### src/rtl/mips_pkg.sv
// mips_pkg: fetch FSM state encodings, instruction stride and pc alignment helper
package mips_pkg;
  typedef enum logic [1:0] {S_IDLE = 2'd0, S_WAIT = 2'd1, S_DROP = 2'd2} fetch_state_t;
  localparam logic [31:0] INSTR_BYTES = 32'd4;
  function automatic logic [31:0] word_align(input logic [31:0] a);
    return {a[31:2], 2'b00};
  endfunction
endpackage

### src/rtl/fetch_fifo.sv
// fetch_fifo: synchronous FIFO holding {pc, instruction} entries; flush empties it in one cycle
module fetch_fifo #(
  parameter int DEPTH = 2,
  parameter int WIDTH = 64,
  localparam int AW = (DEPTH > 1) ? $clog2(DEPTH) : 1,
  localparam int CW = $clog2(DEPTH + 1)
) (
  input  logic             clk,
  input  logic             reset_n,
  input  logic             push,
  input  logic             pop,
  input  logic             flush,
  input  logic [WIDTH-1:0] din,
  output logic [WIDTH-1:0] dout,
  output logic             full,
  output logic             empty,
  output logic [CW-1:0]    count
);
  logic [WIDTH-1:0] mem [DEPTH];
  logic [AW-1:0] wr_ptr, rd_ptr;
  logic do_push, do_pop;
  assign do_push = push && !full;
  assign do_pop = pop && !empty;
  assign full = count == CW'(DEPTH);
  assign empty = count == '0;
  assign dout = mem[rd_ptr];
  function automatic logic [AW-1:0] bump(input logic [AW-1:0] p);
    return (p == AW'(DEPTH - 1)) ? '0 : p + 1'b1;
  endfunction
  always_ff @(posedge clk)
    if (!reset_n) begin
      wr_ptr <= '0;
      rd_ptr <= '0;
      count <= '0;
      for (int i = 0; i < DEPTH; i++) mem[i] <= '0;
    end else if (flush) begin
      wr_ptr <= '0;
      rd_ptr <= '0;
      count <= '0;
    end else begin
      if (do_push) begin
        mem[wr_ptr] <= din;
        wr_ptr <= bump(wr_ptr);
      end
      if (do_pop) rd_ptr <= bump(rd_ptr);
      count <= count + CW'(do_push) - CW'(do_pop);
    end
endmodule

### src/rtl/fetch_unit.sv
// fetch_unit: single-outstanding instruction fetcher feeding a small instruction buffer
module fetch_unit
  import mips_pkg::*;
#(
  parameter logic [31:0] RESET_PC = 32'h0000_0000,
  parameter int          DEPTH    = 2
) (
  input  logic        clk,
  input  logic        reset_n,
  output logic        imem_req,
  output logic [31:0] imem_addr,
  input  logic        imem_ack,
  input  logic [31:0] imem_rdata,
  input  logic        redirect,
  input  logic [31:0] redirect_pc,
  output logic        instr_valid,
  output logic [31:0] instr,
  output logic [31:0] instr_pc,
  input  logic        instr_ready
);
  localparam int CW = $clog2(DEPTH + 1);
  fetch_state_t state, state_n;
  logic [31:0] fetch_pc;
  logic [63:0] head;
  logic [CW-1:0] count, occ_next;
  logic full, empty, push, pop, issue, reissue;
  assign pop = instr_valid && instr_ready;
  assign push = state == S_WAIT && imem_ack && !redirect;
  assign occ_next = count + CW'(push) - CW'(pop);
  assign issue = state == S_IDLE && !redirect && (!full || pop);
  assign reissue = push && occ_next < CW'(DEPTH);
  assign instr_valid = !empty;
  assign {instr_pc, instr} = head;
  fetch_fifo #(.DEPTH(DEPTH), .WIDTH(64)) u_fifo (
    .clk(clk),
    .reset_n(reset_n),
    .push(push),
    .pop(pop),
    .flush(redirect),
    .din({fetch_pc, imem_rdata}),
    .dout(head),
    .full(full),
    .empty(empty),
    .count(count)
  );
  // A redirect with the request still in flight must swallow the late response
  always_comb begin
    state_n = state;
    if (redirect) state_n = (state != S_IDLE && !imem_ack) ? S_DROP : S_IDLE;
    else if (state == S_IDLE) state_n = issue ? S_WAIT : S_IDLE;
    else if (imem_ack) state_n = reissue ? S_WAIT : S_IDLE;
  end
  always_ff @(posedge clk)
    if (!reset_n) state <= S_IDLE;
    else state <= state_n;
  always_ff @(posedge clk)
    if (!reset_n) begin
      fetch_pc <= RESET_PC;
      imem_req <= 1'b0;
      imem_addr <= RESET_PC;
    end else begin
      imem_req <= state_n != S_IDLE;
      fetch_pc <= redirect ? word_align(redirect_pc) : push ? fetch_pc + INSTR_BYTES : fetch_pc;
      if (issue) imem_addr <= fetch_pc;
      else if (reissue) imem_addr <= fetch_pc + INSTR_BYTES;
    end
endmodule

### config.mk
export PLATFORM = sky130hd
export DESIGN_NAME = fetch_unit
export DESIGN_NICKNAME = d
export VERILOG_FILES = /design/src/rtl/mips_pkg.sv /design/src/rtl/fetch_fifo.sv /design/src/rtl/fetch_unit.sv
export SDC_FILE = /design/constraint.sdc
export NUM_CORES = 1
export LEC_CHECK = 0
export ABC_AREA = 1
export CAP_MARGIN = 20
export CELL_PAD_IN_SITES_DETAIL_PLACEMENT = 1
export CELL_PAD_IN_SITES_GLOBAL_PLACEMENT = 1
export CORE_ASPECT_RATIO = 0.5
export CORE_MARGIN = 4
export CORE_UTILIZATION = 43
export DETAILED_ROUTE_END_ITERATION = 16
export HOLD_SLACK_MARGIN = 0.03
export PLACE_DENSITY = 0.95
export SLEW_MARGIN = 30
export SYNTH_ARGS = -nofsm -noshare
export SYNTH_HDL_FRONTEND = slang
export SYNTH_SLANG_ARGS = --single-unit
### constraint.sdc
create_clock -name clk -period 5.6 [get_ports clk]
set_input_delay 0.56 -clock clk [delete_from_list [all_inputs] [get_ports clk]]
set_output_delay 0.56 -clock clk [all_outputs]
set_load 0.1 [all_outputs]
==> results of run 1 <==
## power breakdown
part / internal, mW / leakage, nW / switching [mW]
clock: 0.783 / 0.314 / 0.578
sequential: 1.56 / 1.84 / 0.0396
combinational: 0.137 / 2.27 / 0.390
## metrics by stage
| stage | setup slack [ps] | power [mW] | util (%) |
|---|---|---|---|
| after floorplan | 2470 | 1.98 | - |
| after global placement | 1930 | 2.13 | 52.7 |
| after detailed placement | 1810 | 2.15 | 52.7 |
| after CTS | 1680 | 3.50 | 55.8 |
| after global routing | 1940 | 3.59 | 55.8 |
| final | 2030 | 3.49 | 55.8 |
## synthesized netlist by cell type
library cell / count / area [um^2]
sky130_fd_sc_hd__a211oi_1: 2 / 15.0
sky130_fd_sc_hd__a21oi_1: 40 / 200
sky130_fd_sc_hd__a21oi_2: 2 / 17.5
sky130_fd_sc_hd__a22oi_1: 1 / 7.51
sky130_fd_sc_hd__a31oi_1: 13 / 81.3
sky130_fd_sc_hd__and2_1: 1 / 6.26
sky130_fd_sc_hd__buf_1: 1 / 3.75
sky130_fd_sc_hd__buf_2: 31 / 155
sky130_fd_sc_hd__buf_4: 5 / 37.5
sky130_fd_sc_hd__buf_6: 1 / 11.3
sky130_fd_sc_hd__clkbuf_1: 12 / 45.0
sky130_fd_sc_hd__conb_1: 1 / 3.75
sky130_fd_sc_hd__dfxtp_1: 68 / 1360
sky130_fd_sc_hd__edfxtp_1: 124 / 3720
sky130_fd_sc_hd__ha_1: 3 / 37.5
sky130_fd_sc_hd__inv_1: 117 / 439
sky130_fd_sc_hd__inv_2: 5 / 18.8
sky130_fd_sc_hd__mux2_2: 62 / 698
sky130_fd_sc_hd__nand2_1: 231 / 867
sky130_fd_sc_hd__nand2_2: 4 / 25.0
sky130_fd_sc_hd__nand3_1: 54 / 270
sky130_fd_sc_hd__nand3_2: 3 / 30.0
sky130_fd_sc_hd__nand3b_1: 1 / 7.51
sky130_fd_sc_hd__nand4_1: 1 / 6.26
sky130_fd_sc_hd__nor2_1: 185 / 694
sky130_fd_sc_hd__nor2_2: 8 / 50.1
sky130_fd_sc_hd__nor2_4: 1 / 11.3
sky130_fd_sc_hd__nor3_1: 5 / 25.0
sky130_fd_sc_hd__o2111ai_1: 1 / 8.76
sky130_fd_sc_hd__o211ai_1: 2 / 15.0
sky130_fd_sc_hd__o21ai_0: 35 / 175
sky130_fd_sc_hd__o21ai_1: 2 / 10.0
sky130_fd_sc_hd__or2_1: 1 / 6.26
sky130_fd_sc_hd__xor2_1: 8 / 70.1
## how the worst max path moves through the flow
stage / start / end / slack, ps / depth (start not counted)
3_5_place_dp: redirect / u_fifo.mem[1][13] / 1810 / 9
3_3_place_gp: redirect / u_fifo.mem[1][13] / 1930 / 9
2_1_floorplan: redirect / u_fifo.mem[0][0] / 2470 / 7
5_1_grt: flop / instr_pc[14] / 1940 / 3
6_report: flop / instr_pc[11] / 2030 / 3
4_1_cts: flop / instr_pc[18] / 1680 / 3
## worst reg2reg max path: stages, from the launching register on
cell,delay (ps)
sky130_fd_sc_hd__dfxtp_1,340
sky130_fd_sc_hd__inv_1,130
sky130_fd_sc_hd__nand2_1,90
sky130_fd_sc_hd__nand2_1,70
sky130_fd_sc_hd__inv_1,80
sky130_fd_sc_hd__ha_1,220
sky130_fd_sc_hd__inv_1,90
sky130_fd_sc_hd__nand2_1,90
sky130_fd_sc_hd__nand3_1,130
sky130_fd_sc_hd__nand3_2,690
sky130_fd_sc_hd__inv_2,780
sky130_fd_sc_hd__nand2_1,140
sky130_fd_sc_hd__o211ai_1,110
sky130_fd_sc_hd__nand2_1,80
sky130_fd_sc_hd__inv_1,70
## kinds of logic after synthesis
family / count (synthesis) / share of synthesized area [%]
and+or+nand+nor: 495 / 21.9
adders and majority gates: 3 / 0.411
other: 1 / 0.0411
xor gates and xnor gates: 8 / 0.767
AOI/OAI and AO/OA: 98 / 5.81
muxes: 62 / 7.64
buffers and inverters: 172 / 7.78
DFF: 192 / 55.7
## cell type report
class | count | area (um^2)
Inverter | 122 | 459
Sequential cell | 192 | 5090
Fill cell | 2369 | 9140
Timing Repair Buffer | 167 | 1650
Multi-Input combinational cell | 670 | 3360
Tap cell | 273 | 342
Clock buffer | 19 | 453
Clock inverter | 13 | 198
## routing by layer
metal / share of wire (%) / up-vias / GRT usage (%) / routed length, um
met5: 0 / - / 0 / 0
met4: 2.2 / 0 / 6.99 / 660
met3: 5.9 / 57 / 4.65 / 1760
met2: 49 / 282 / 43.4 / 14700
met1: 43 / 3933 / 31.9 / 12600
li1: - / 3596 / - / -
## registers in the layout, summed over array words and instances (netlist names), named ones only
signal,cells
fetch_pc,30
u_fifo.wr_ptr,1
imem_addr,30
u_fifo.count,2
imem_req,1
u_fifo.mem,124
state,2
u_fifo.rd_ptr,1
==> metrics.md, run 1 <==
| Metric | Value |
|---|---|
| Pwr dens | `approximately 300 mW/mm^2` |
| Worst Tran Pin Value | `1020 ps` |
| Unique cell type count in the Yosys netlist | `34` |
| GP Congestion | `between 0.8 and 0.9` |
| Number of sinks driven by the clock tree | `192` |
| Skew-Pair Late Insertion Delay | `~440 ps` |
| Maximum fanout count along the critical path | `39` |
| Max_cap viols | `0` |
| Cells on Worst Hold Path | `1` |
| Terminus of the critical flop-to-flop path | `imem_addr[8]` |
| Mean routed wirelength per cell | `20.4 um` |
| CTS Root Buffer Type | `sky130_fd_sc_hd__clkbuf_16` |
| Die extent in x | `214 um` |
| Post-detail-place hpwl | `just over 20000 um` |
| Layout cells sized above 1 | `a little over a tenth` |
| Global-route wire length before repair | `about 47000 um` |
| CTS Buf Count | `17` |
| Count of state elements after synthesis | `approximately 190` |
| Finished Cell Area | `0.0115 mm^2` |
| Io pins | `167` |
| Type of the setup path with the least slack | `reg2out` |
| Cells traversed along the worst timing path | `buf_4 > mux2_2 > clkdlybuf4s50_1` |
| Gate Count Post-Synth | `1031` |
| Area of the die | `0.0238 mm^2` |
| Final Hold Violating Endpoints | `0` |
| Cell area after placement | `0.0109 mm^2` |
| Largest net degree at the start of global routing | `63` |
| Post-CTS resize count | `0` |
| Non-filler instance count after layout | `1456` |
| Row count | `37` |
| Final Net Count | `1242` |
| GRT Resource Usage Total | `between 20% and 30%` |
| Critical Path Source Type | `flop` |
| Starting Density | `44.1%` |
| Summed negative setup slack over all endpoints | `0 ps` |
| Worst Hold Path EP | `u_fifo.rd_ptr` |
| Hold_buf cts | `0` |
| R2r worst-path depth | `14` |
| Count of final max-slew check failures | `0` |
| CTS tree | `yes` |
| Hold/Removal Path Class | `reg2reg` |
| Area of the mapped netlist | `between 0.009 and 0.01 mm^2` |
| Count of input and output buffers | `160` |
| Critical path required time | `~5000 ps` |
| Syn-to-layout area delta | `26.4%` |
| Initial antenna violation count | `0` |
| Setup crit end kind | `primary output` |
| Warnings from Yosys | `0` |
| Die outline height | `around 110 um` |
| Vias | `7868` |
| Setup Skew | `11.9 ps` |
| Most common cell after layout, fill and taps aside | `sky130_fd_sc_hd__nand2_1` |
| Routed via count divided by cell count | `~5.4` |
| Post-synthesis sequential area ratio | `55.7%` |
| Post-route fraction of the period consumed by the critical path | `63.8%` |
| Largest stage delay on the critical path | `approximately 1100 ps` |
| Tightest hold margin | `480 ps` |
| Setup Viol. Count Final | `0` |
| Detailed-routing iteration count for the pre-antenna-repair pass | `5` |
| 1st-iter DRT viols | `749` |
| Crit path buffers/inverters | `2` |
| Tightest slew margin relative to the limit | `approximately a third` |
| Static leakage | `4.42 nW` |
| Worst R2R Start | `u_fifo.count[1]` |
| Run status | `completed` |
| Vias in the first global route | `8411` |
| Remaining antenna violation count after routing | `0` |
| Clock period minus worst slack | `3570 ps` |
| Standard cell core area | `0.0207 mm^2` |
| Maximum ir drop on the vdd rail | `0.206 mV` |
| Final WL | `just under 30000 um` |
| Critical-path top delay cell | `sky130_fd_sc_hd__clkdlybuf4s50_1` |
| Diodes inserted | `0` |
| GR Overflow Total | `0` |
| Commonest non-fill, non-tap cells in the layout | `sky130_fd_sc_hd__nand2_1 (229), sky130_fd_sc_hd__nor2_1 (185), sky130_fd_sc_hd__clkdlybuf4s50_1 (160), sky130_fd_sc_hd__edfxtp_1 (124), sky130_fd_sc_hd__inv_1 (116)` |
| Worst-case clock buffer depth | `2` |
| Hold Startpoint | `u_fifo.rd_ptr` |
| Synth Area per Inst | `around 9 um^2` |
| Cell count after placement | `1424` |
| Number of setup buffers added after CTS | `0` |
| Register clock-pin slew on the reported worst setup and hold paths | `80 ps` |
| Internal reg-to-reg setup slack | `2440 ps` |
| Residual DRC | `0` |
| Worst Path Arrival | `3010 ps` |
| Largest delay contributor family on the critical path | `buffers and inverters` |
| Max H-tree Level | `4` |
| Achievable clock frequency | `0.280 GHz` |
| Unrepaired setup endpoints after global routing | `no` |
No activity file was read; power rests on OpenSTA's default activity.
==> inputs of run 2 (changes only) <==
- CORE_UTILIZATION: 43 -> 40
- PLACE_DENSITY: 0.95 -> 0.9
- clock period: 5.6 -> 3.58 ns (I/O delays scaled with it)
==> run 2 against run 1 <==
Compared with the run above: sequential power increased by 56%; sequential cell count unchanged; register-to-register slack got worse by 1500 ps; count of clock-buffer cells in the layout increased by 1; design area decreased by 1.0%; combinational power increased by 56%; non-clock buffer count increased by 8; critical endpoint is now imem_addr[7]; largest power group unchanged.
==> metrics.md, run 2 (same netlist as run 1, synthesis figures left out) <==
| Metric | Value |
|---|---|
| Critical-path top delay cell | `sky130_fd_sc_hd__inv_2` |
| Setup WS post-layout | `909 ps (-1120 ps)` |
| Critical Path Source Type | `flop` |
| Type of the setup path with the least slack | `reg2reg` |
| Multi-input combinational cell area | `0.00336 mm^2 (unchanged)` |
| Layout cells sized above 1 | `16.4% (+5.6 points)` |
| Residual DRC | `0 (unchanged)` |
| Commonest non-fill, non-tap cells in the layout | `sky130_fd_sc_hd__nand2_1 (229), sky130_fd_sc_hd__nor2_1 (185), sky130_fd_sc_hd__edfxtp_1 (124), sky130_fd_sc_hd__inv_1 (117), sky130_fd_sc_hd__clkdlybuf4s50_1 (98)` |
| Non-filler instance count after layout | `1491 (+2.4%)` |
| Setup Skew | `9.82 ps (-2.03 ps)` |
| Number of flip-flops in the largest register | `124 (unchanged)` |
| Diodes inserted | `0 (unchanged)` |
| Pwr dens | `457 mW/mm^2 (+51%)` |
| Total chip power | `5.22 mW (+50%)` |
| Final Hold Violating Endpoints | `0 (unchanged)` |
| Post-CTS resize count | `0 (unchanged)` |
| Row count | `38 (+2.7%)` |
| CTS tree | `yes` |
| Run status | `completed` |
| GRT Resource Usage Total | `23.3% (-1.6 points)` |
| Max_cap viols | `0 (unchanged)` |
| Standard cell core area | `0.0221 mm^2 (+6.6%)` |
| Number of setup buffers added after CTS | `0 (unchanged)` |
| Register clock-pin slew on the reported worst setup and hold paths | `70 ps (about the same)` |
| Largest net degree at the start of global routing | `63 (unchanged)` |
| Die outline height | `115 um (+3.4%)` |
| Largest delay contributor family on the critical path | `simple AND/OR/NAND/NOR gates` |
| Worst Tran Pin Value | `1010 ps (-15.5 ps)` |
| Most common cell after layout, fill and taps aside | `sky130_fd_sc_hd__nand2_1` |
| Vias | `7763 (-1.3%)` |
| Final design utilization | `51.8% (-4.0 points)` |
| Layout fillers | `2574 (+8.7%)` |
| Hold/Removal Path Class | `reg2reg` |
| CTS Root Buffer Type | `sky130_fd_sc_hd__clkbuf_16` |
| CTS Buf Count | `17 (unchanged)` |
| GP Congestion | `0.916 (+3.4%)` |
| Starting Density | `41.4% (-2.7 points)` |
| Skew-Pair Late Insertion Delay | `450 ps (about the same)` |
| Vias in the first global route | `8442 (+0.37%)` |
| Final Net Count | `1250 (+0.64%)` |
| Count of input and output buffers | `160 (unchanged)` |
| Critical path required time | `3970 ps (-1070 ps)` |
| Combined flip-flop and latch cell area | `0.00509 mm^2 (about the same)` |
| Hold_buf cts | `0 (unchanged)` |
| Remaining antenna violation count after routing | `0 (unchanged)` |
| Summed negative setup slack over all endpoints | `0 ps (unchanged)` |
| Dpl ws | `691 ps (-1120 ps)` |
| Routed via count divided by cell count | `5.21 (-3.7%)` |
| Tightest slew margin relative to the limit | `32.8% (+1.0 points)` |
| Count of final max-slew check failures | `0 (unchanged)` |
| Unrepaired setup endpoints after global routing | `no` |
| Register bank with the most flops | `u_fifo.mem` |
| Cell count after placement | `1459 (+2.5%)` |
| Area of the die | `0.0255 mm^2 (+7.1%)` |
| Detailed-routing iteration count for the pre-antenna-repair pass | `5 (unchanged)` |
| 1st-iter DRT viols | `719 (-4.0%)` |
| Largest stage delay on the critical path | `600 ps (-540 ps)` |
| Initial antenna violation count | `0 (unchanged)` |
| Worst R2R Start | `u_fifo.count[1]` |
| Max H-tree Level | `4 (unchanged)` |
| Post-route fraction of the period consumed by the critical path | `74.6%` |
| Mean routed wirelength per cell | `19.7 um (-3.4%)` |
| Post-detail-place hpwl | `20400 um (+1.2%)` |
| GR Overflow Total | `0 (unchanged)` |
| Cells traversed along the worst timing path | `inv_1 > nand2_1 > nand2_1 > inv_1 > ha_1 > inv_1 > nand2_1 > nand3_1 > nand3_2 > inv_2 > nand2_1 > o211ai_1 > nand2_1 > inv_1` |
| Maximum ir drop on the vdd rail | `0.283 mV (+37%)` |
| Achievable clock frequency | `0.374 GHz` |
| Die extent in x | `222 um (+3.5%)` |
| Worst-case clock buffer depth | `2 (unchanged)` |
| Final WL | `29400 um (-1.1%)` |
| Hold Startpoint | `u_fifo.rd_ptr` |
| Setup crit end kind | `flop` |
| Registers with the highest flip-flop counts | `u_fifo.mem x124, fetch_pc x30, imem_addr x30` |
| Maximum fanout count along the critical path | `23 (-41%)` |
| Syn-to-layout area delta | `25.1%` |
| Io pins | `167 (unchanged)` |
| Number of sinks driven by the clock tree | `192 (unchanged)` |
| Cell with the most instances on the worst path | `sky130_fd_sc_hd__nand2_1` |
| Beginning of the critical path | `u_fifo.count[1]` |
| Static leakage | `4.51 nW (+1.9%)` |
| Clock period minus worst slack | `~2700 ps` |
| Setup Viol. Count Final | `0 (unchanged)` |
| Worst Path Arrival | `3060 ps (+50 ps)` |
| Crit path buffers/inverters | `5 (+3)` |
| Global-route wire length before repair | `46200 um (-1.6%)` |
==> run 2: layout make-up <==
| class | count | area share [%] |
|---|---|---|
| Clock buffer | 20 | 3.91 |
| Clock inverter | 12 | 1.09 |
| Inverter | 122 | 4.01 |
| Multi-Input combinational cell | 670 | 29.4 |
| Sequential cell | 192 | 44.5 |
| Tap cell | 300 | 3.28 |
| Timing Repair Buffer | 175 | 13.9 |
==> run 2: worst reg2reg max path, stage by stage, from the launching register on <==
cell and delay, ps:
sky130_fd_sc_hd__dfxtp_1 330, sky130_fd_sc_hd__inv_1 120, sky130_fd_sc_hd__nand2_1 110, sky130_fd_sc_hd__nand2_1 90
sky130_fd_sc_hd__inv_1 90, sky130_fd_sc_hd__ha_1 230, sky130_fd_sc_hd__inv_1 90, sky130_fd_sc_hd__nand2_1 80
sky130_fd_sc_hd__nand3_1 100, sky130_fd_sc_hd__nand3_2 410, sky130_fd_sc_hd__inv_2 600, sky130_fd_sc_hd__nand2_1 130
sky130_fd_sc_hd__o211ai_1 120, sky130_fd_sc_hd__nand2_1 80, sky130_fd_sc_hd__inv_1 50
==> run 2: power by group <==
part / total [mW] / internal (mW) / leakage, nW / switching [mW]
sequential: 2.50 / 2.44 / 1.84 / 0.0605
clock: 1.90 / 0.997 / 0.269 / 0.906
combinational: 0.821 / 0.211 / 2.40 / 0.610
==> run 2: layer usage <==
metal	GRT usage (%)	up-vias	share of wire, %
met1	28.7	3868	43
met3	4.29	47	4.5
met2	41.9	231	51
li1	-	3617	-
met5	0	-	0
met4	7.84	0	2.2
==> run 2: through the flow <==
stage / hold slack, ps / cell area (um^2)
3_5_place_dp: 452 / 10900
5_1_grt: 507 / 11400
4_1_cts: 479 / 11400
2_1_floorplan: 425 / 9150
3_3_place_gp: 438 / 10900
6_report: 480 / 11400
==> run 2: worst paths after layout <==
path              slack, ps  depth (start not counted)       endpoint
setup reg to reg        910                         14   imem_addr[7]
setup / recovery        910                         14   imem_addr[7]
hold reg to reg         480                          1  u_fifo.rd_ptr
hold / removal          480                          1  u_fifo.rd_ptr
==> inputs of run 3 (changes only) <==
- CORE_UTILIZATION: 40 -> 36
- PLACE_DENSITY: 0.9 -> 0.86
- clock period: 3.58 -> 2.4 ns (I/O delays scaled with it)
==> run 3 against run 2 <==
Compared with the run above: via count rose by 1.0%; maximum frequency increased by 25%; count of clock-buffer cells in the layout shrank 2; critical path depth shrank 1; combinational power grew 62%; critical path type unchanged; largest cell class unchanged; highest routed layer unchanged.
==> metrics.md, run 3 (same netlist as run 1, synthesis figures left out) <==
| Metric | Value |
|---|---|
| Cells on Worst Hold Path | `3 (+2)` |
| Hold/Removal Path Class | `in2reg` |
| Crit path buffers/inverters | `4 (-1)` |
| Terminus of the critical flop-to-flop path | `imem_addr[12]` |
| Setup Skew | `9.95 ps (+0.127 ps)` |
| Final WL | `30100 um (+2.4%)` |
| Count of input and output buffers | `160 (unchanged)` |
| Unrepaired setup endpoints after global routing | `no` |
| CTS tree | `yes` |
| Final Hold Violating Endpoints | `0 (unchanged)` |
| Worst Path Arrival | `2500 ps (-560 ps)` |
| Starting Density | `37.3% (-4.1 points)` |
| Tightest hold margin | `403 ps (-77.6 ps)` |
| Worst R2R Start | `u_fifo.count[1]` |
| Largest delay contributor family on the critical path | `simple AND/OR/NAND/NOR gates` |
| Largest net degree at the start of global routing | `63 (unchanged)` |
| Summed negative setup slack over all endpoints | `0 ps (unchanged)` |
| Met3 usage in global routing | `3.74% (-0.54 points)` |
| Count of final max-slew check failures | `0 (unchanged)` |
| Worst Hold Path EP | `fetch_pc[3]` |
| Maximum ir drop on the vdd rail | `0.469 mV (+66%)` |
| Run status | `completed` |
| Io pins | `167 (unchanged)` |
| Vias in the first global route | `8373 (-0.82%)` |
| Number of flip-flops in the largest register | `124 (unchanged)` |
| Hold_buf cts | `0 (unchanged)` |
| Sequential share of power | `45.5% (-2.3 points)` |
| CTS Root Buffer Type | `sky130_fd_sc_hd__clkbuf_16` |
| Critical-path top delay cell | `sky130_fd_sc_hd__dfxtp_1` |
| Skew-Pair Late Insertion Delay | `430 ps (-20 ps)` |
| Remaining antenna violation count after routing | `0 (unchanged)` |
| Syn-to-layout area delta | `32.2%` |
| Maximum fanout count along the critical path | `10 (-57%)` |
| CTS Buf Count | `17 (unchanged)` |
| Met2 Resource Use GR | `38.8% (-3.2 points)` |
| Registers with the highest flip-flop counts | `u_fifo.mem x124, fetch_pc x30, imem_addr x30` |
| Initial antenna violation count | `0 (unchanged)` |
| Number of sinks driven by the clock tree | `192 (unchanged)` |
| Share of power burned in combinational logic | `16.3% (+0.6 points)` |
| Pwr dens | `678 mW/mm^2 (+48%)` |
| Beginning of the critical path | `u_fifo.count[1]` |
| Die extent in x | `233 um (+5.2%)` |
| Most common cell after layout, fill and taps aside | `sky130_fd_sc_hd__nand2_1` |
| Grt peak-use layer | `met2` |
| Global-route wire length before repair | `46400 um (+0.40%)` |
| Total chip power | `8.19 mW (+57%)` |
| R2r worst-path depth | `13 (-1)` |
| Dpl ws | `-53.9 ps (-745 ps)` |
| Power dissipated by switching net loads | `2.31 mW (+47%)` |
| Setup crit end kind | `flop` |
| GP Congestion | `0.880 (-4.0%)` |
| Cell depth of the worst setup path | `13 (-1)` |
| Area of the die | `0.0281 mm^2 (+11%)` |
| 1st-iter DRT viols | `737 (+2.5%)` |
| GR Overflow Total | `0 (unchanged)` |
| Hold Startpoint | `redirect_pc[3]` |
| GRT Resource Usage Total | `21.3% (-2.0 points)` |
| Max_cap viols | `0 (unchanged)` |
| Layout fillers | `2776 (+7.8%)` |
| Standard cell core area | `0.0245 mm^2 (+11%)` |
| Type of the setup path with the least slack | `reg2reg` |
| Met1 Use GR | `25.4% (-3.3 points)` |
| Post-route fraction of the period consumed by the critical path | `89.0% (+14 points)` |
| Register clock-pin slew on the reported worst setup and hold paths | `70 ps (about the same)` |
| Die outline height | `121 um (+5.0%)` |
| Post-detail-place hpwl | `20700 um (+1.5%)` |
| Layout cells sized above 1 | `19.6% (+3.2 points)` |
| Internal power component | `5.88 mW (+61%)` |
| Setup WS post-layout | `264 ps (-645 ps)` |
| Largest stage delay on the critical path | `390 ps (-210 ps)` |
| Detailed-routing iteration count for the pre-antenna-repair pass | `5 (unchanged)` |
| Critical Path Source Type | `flop` |
| Final Net Count | `1255 (+0.40%)` |
| Setup Viol. Count Final | `0 (unchanged)` |
| Max H-tree Level | `4 (unchanged)` |
| Sw frac | `28.2% (-1.9 points)` |
| Routed via count divided by cell count | `5.12 (-1.7%)` |
| Cells traversed along the worst timing path | `inv_1 > nand2_1 > nand2_1 > inv_1 > ha_1 > inv_1 > nand3_1 > nand3_4 > buf_4 > nand3_1 > o21ai_0 > nor2_1 > nor2_1` |
| Diodes inserted | `0 (unchanged)` |
| Commonest non-fill, non-tap cells in the layout | `sky130_fd_sc_hd__nand2_1 (228), sky130_fd_sc_hd__nor2_1 (185), sky130_fd_sc_hd__edfxtp_1 (124), sky130_fd_sc_hd__inv_1 (117)` |
| Clock period minus worst slack | `2140 ps (-535 ps)` |
| Residual DRC | `0 (unchanged)` |
| Critical path required time | `2770 ps (-1200 ps)` |
| Final design utilization | `49.3% (-2.5 points)` |
| Cell with the most instances on the worst path | `sky130_fd_sc_hd__inv_1` |
| Mean routed wirelength per cell | `19.7 um (-0.33%)` |
| Achievable clock frequency | `0.468 GHz (+25%)` |
| Share of power burned in the clock network | `38.3% (+1.9 points)` |
| Register bank with the most flops | `u_fifo.mem` |
| Static leakage | `4.81 nW (+6.7%)` |
| Row count | `40 (+5.3%)` |
| Vias | `7843 (+1.0%)` |
| Internal reg-to-reg setup slack | `260 ps (-640 ps)` |
| Worst-case clock buffer depth | `2 (unchanged)` |
## run 3: cell types whose count changed in the layout (fill, tap and decap cells not counted), moves of 3 or more
cell	change
sky130_fd_sc_hd__buf_12	+45
sky130_fd_sc_hd__clkdlybuf4s50_1	-32
sky130_fd_sc_hd__buf_4	-8
sky130_fd_sc_hd__bufinv_16	+4
sky130_fd_sc_hd__clkinv_2	+3
sky130_fd_sc_hd__inv_8	-3
## run 3: layout make-up
class | instances | area, um^2 | share of cell area [%]
clock buffers | 18 | 429 | 3.55
flip-flops and latches | 192 | 5090 | 42.1
repair buffers | 180 | 2100 | 17.4
well taps | 336 | 420 | 3.48
clock inverters | 14 | 210 | 1.74
multi-input cells | 670 | 3370 | 27.9
inverters | 122 | 460 | 3.81
## run 3: power by group through the flow
stage | clock (mW) | combinational [mW] | sequential [mW]
2_1_floorplan | 0 | 0.675 | 3.94
3_3_place_gp | 0 | 1.29 | 3.78
3_5_place_dp | 0 | 1.31 | 3.80
4_1_cts | 3.17 | 1.33 | 3.72
5_1_grt | 3.32 | 1.39 | 3.74
6_report | 3.14 | 1.33 | 3.72
## run 3: layer usage
metal / vias to the layer above / routed length, um
met3: 68 / 1530
met5: - / 0
li1: 3631 / -
met2: 260 / 15800
met1: 3884 / 12100
met4: 0 / 724
## run 3: worst max path at each step
| stage | to |
|---|---|
| 6_report | imem_addr[12] |
| 5_1_grt | imem_addr[12] |
| 4_1_cts | imem_addr[7] |
| 3_5_place_dp | imem_addr[11] |
| 3_3_place_gp | imem_addr[8] |
| 2_1_floorplan | imem_addr[31] |
## run 3: what timing repair did
action,CTS,global route
setup endpoints to repair,0,28
setup buffers,0,1
gates resized for setup,0,4
## run 3: per-stage QoR
step                cells  cell area, um^2
finish               1532            12100
global route         1532            12100
CTS                  1531            12100
detailed placement   1499            11400
global placement     1499            11400
floorplan            1034             9150
## run 3: worst reg2reg max path: cells and delay by family (launching register included)
kind / cells / cell delay (ps)
and+or+nand+nor: 7 / 750
buffers and inverters: 4 / 520
DFF: 1 / 390
adders and majority gates: 1 / 270
AOI/OAI and AO/OA: 1 / 130
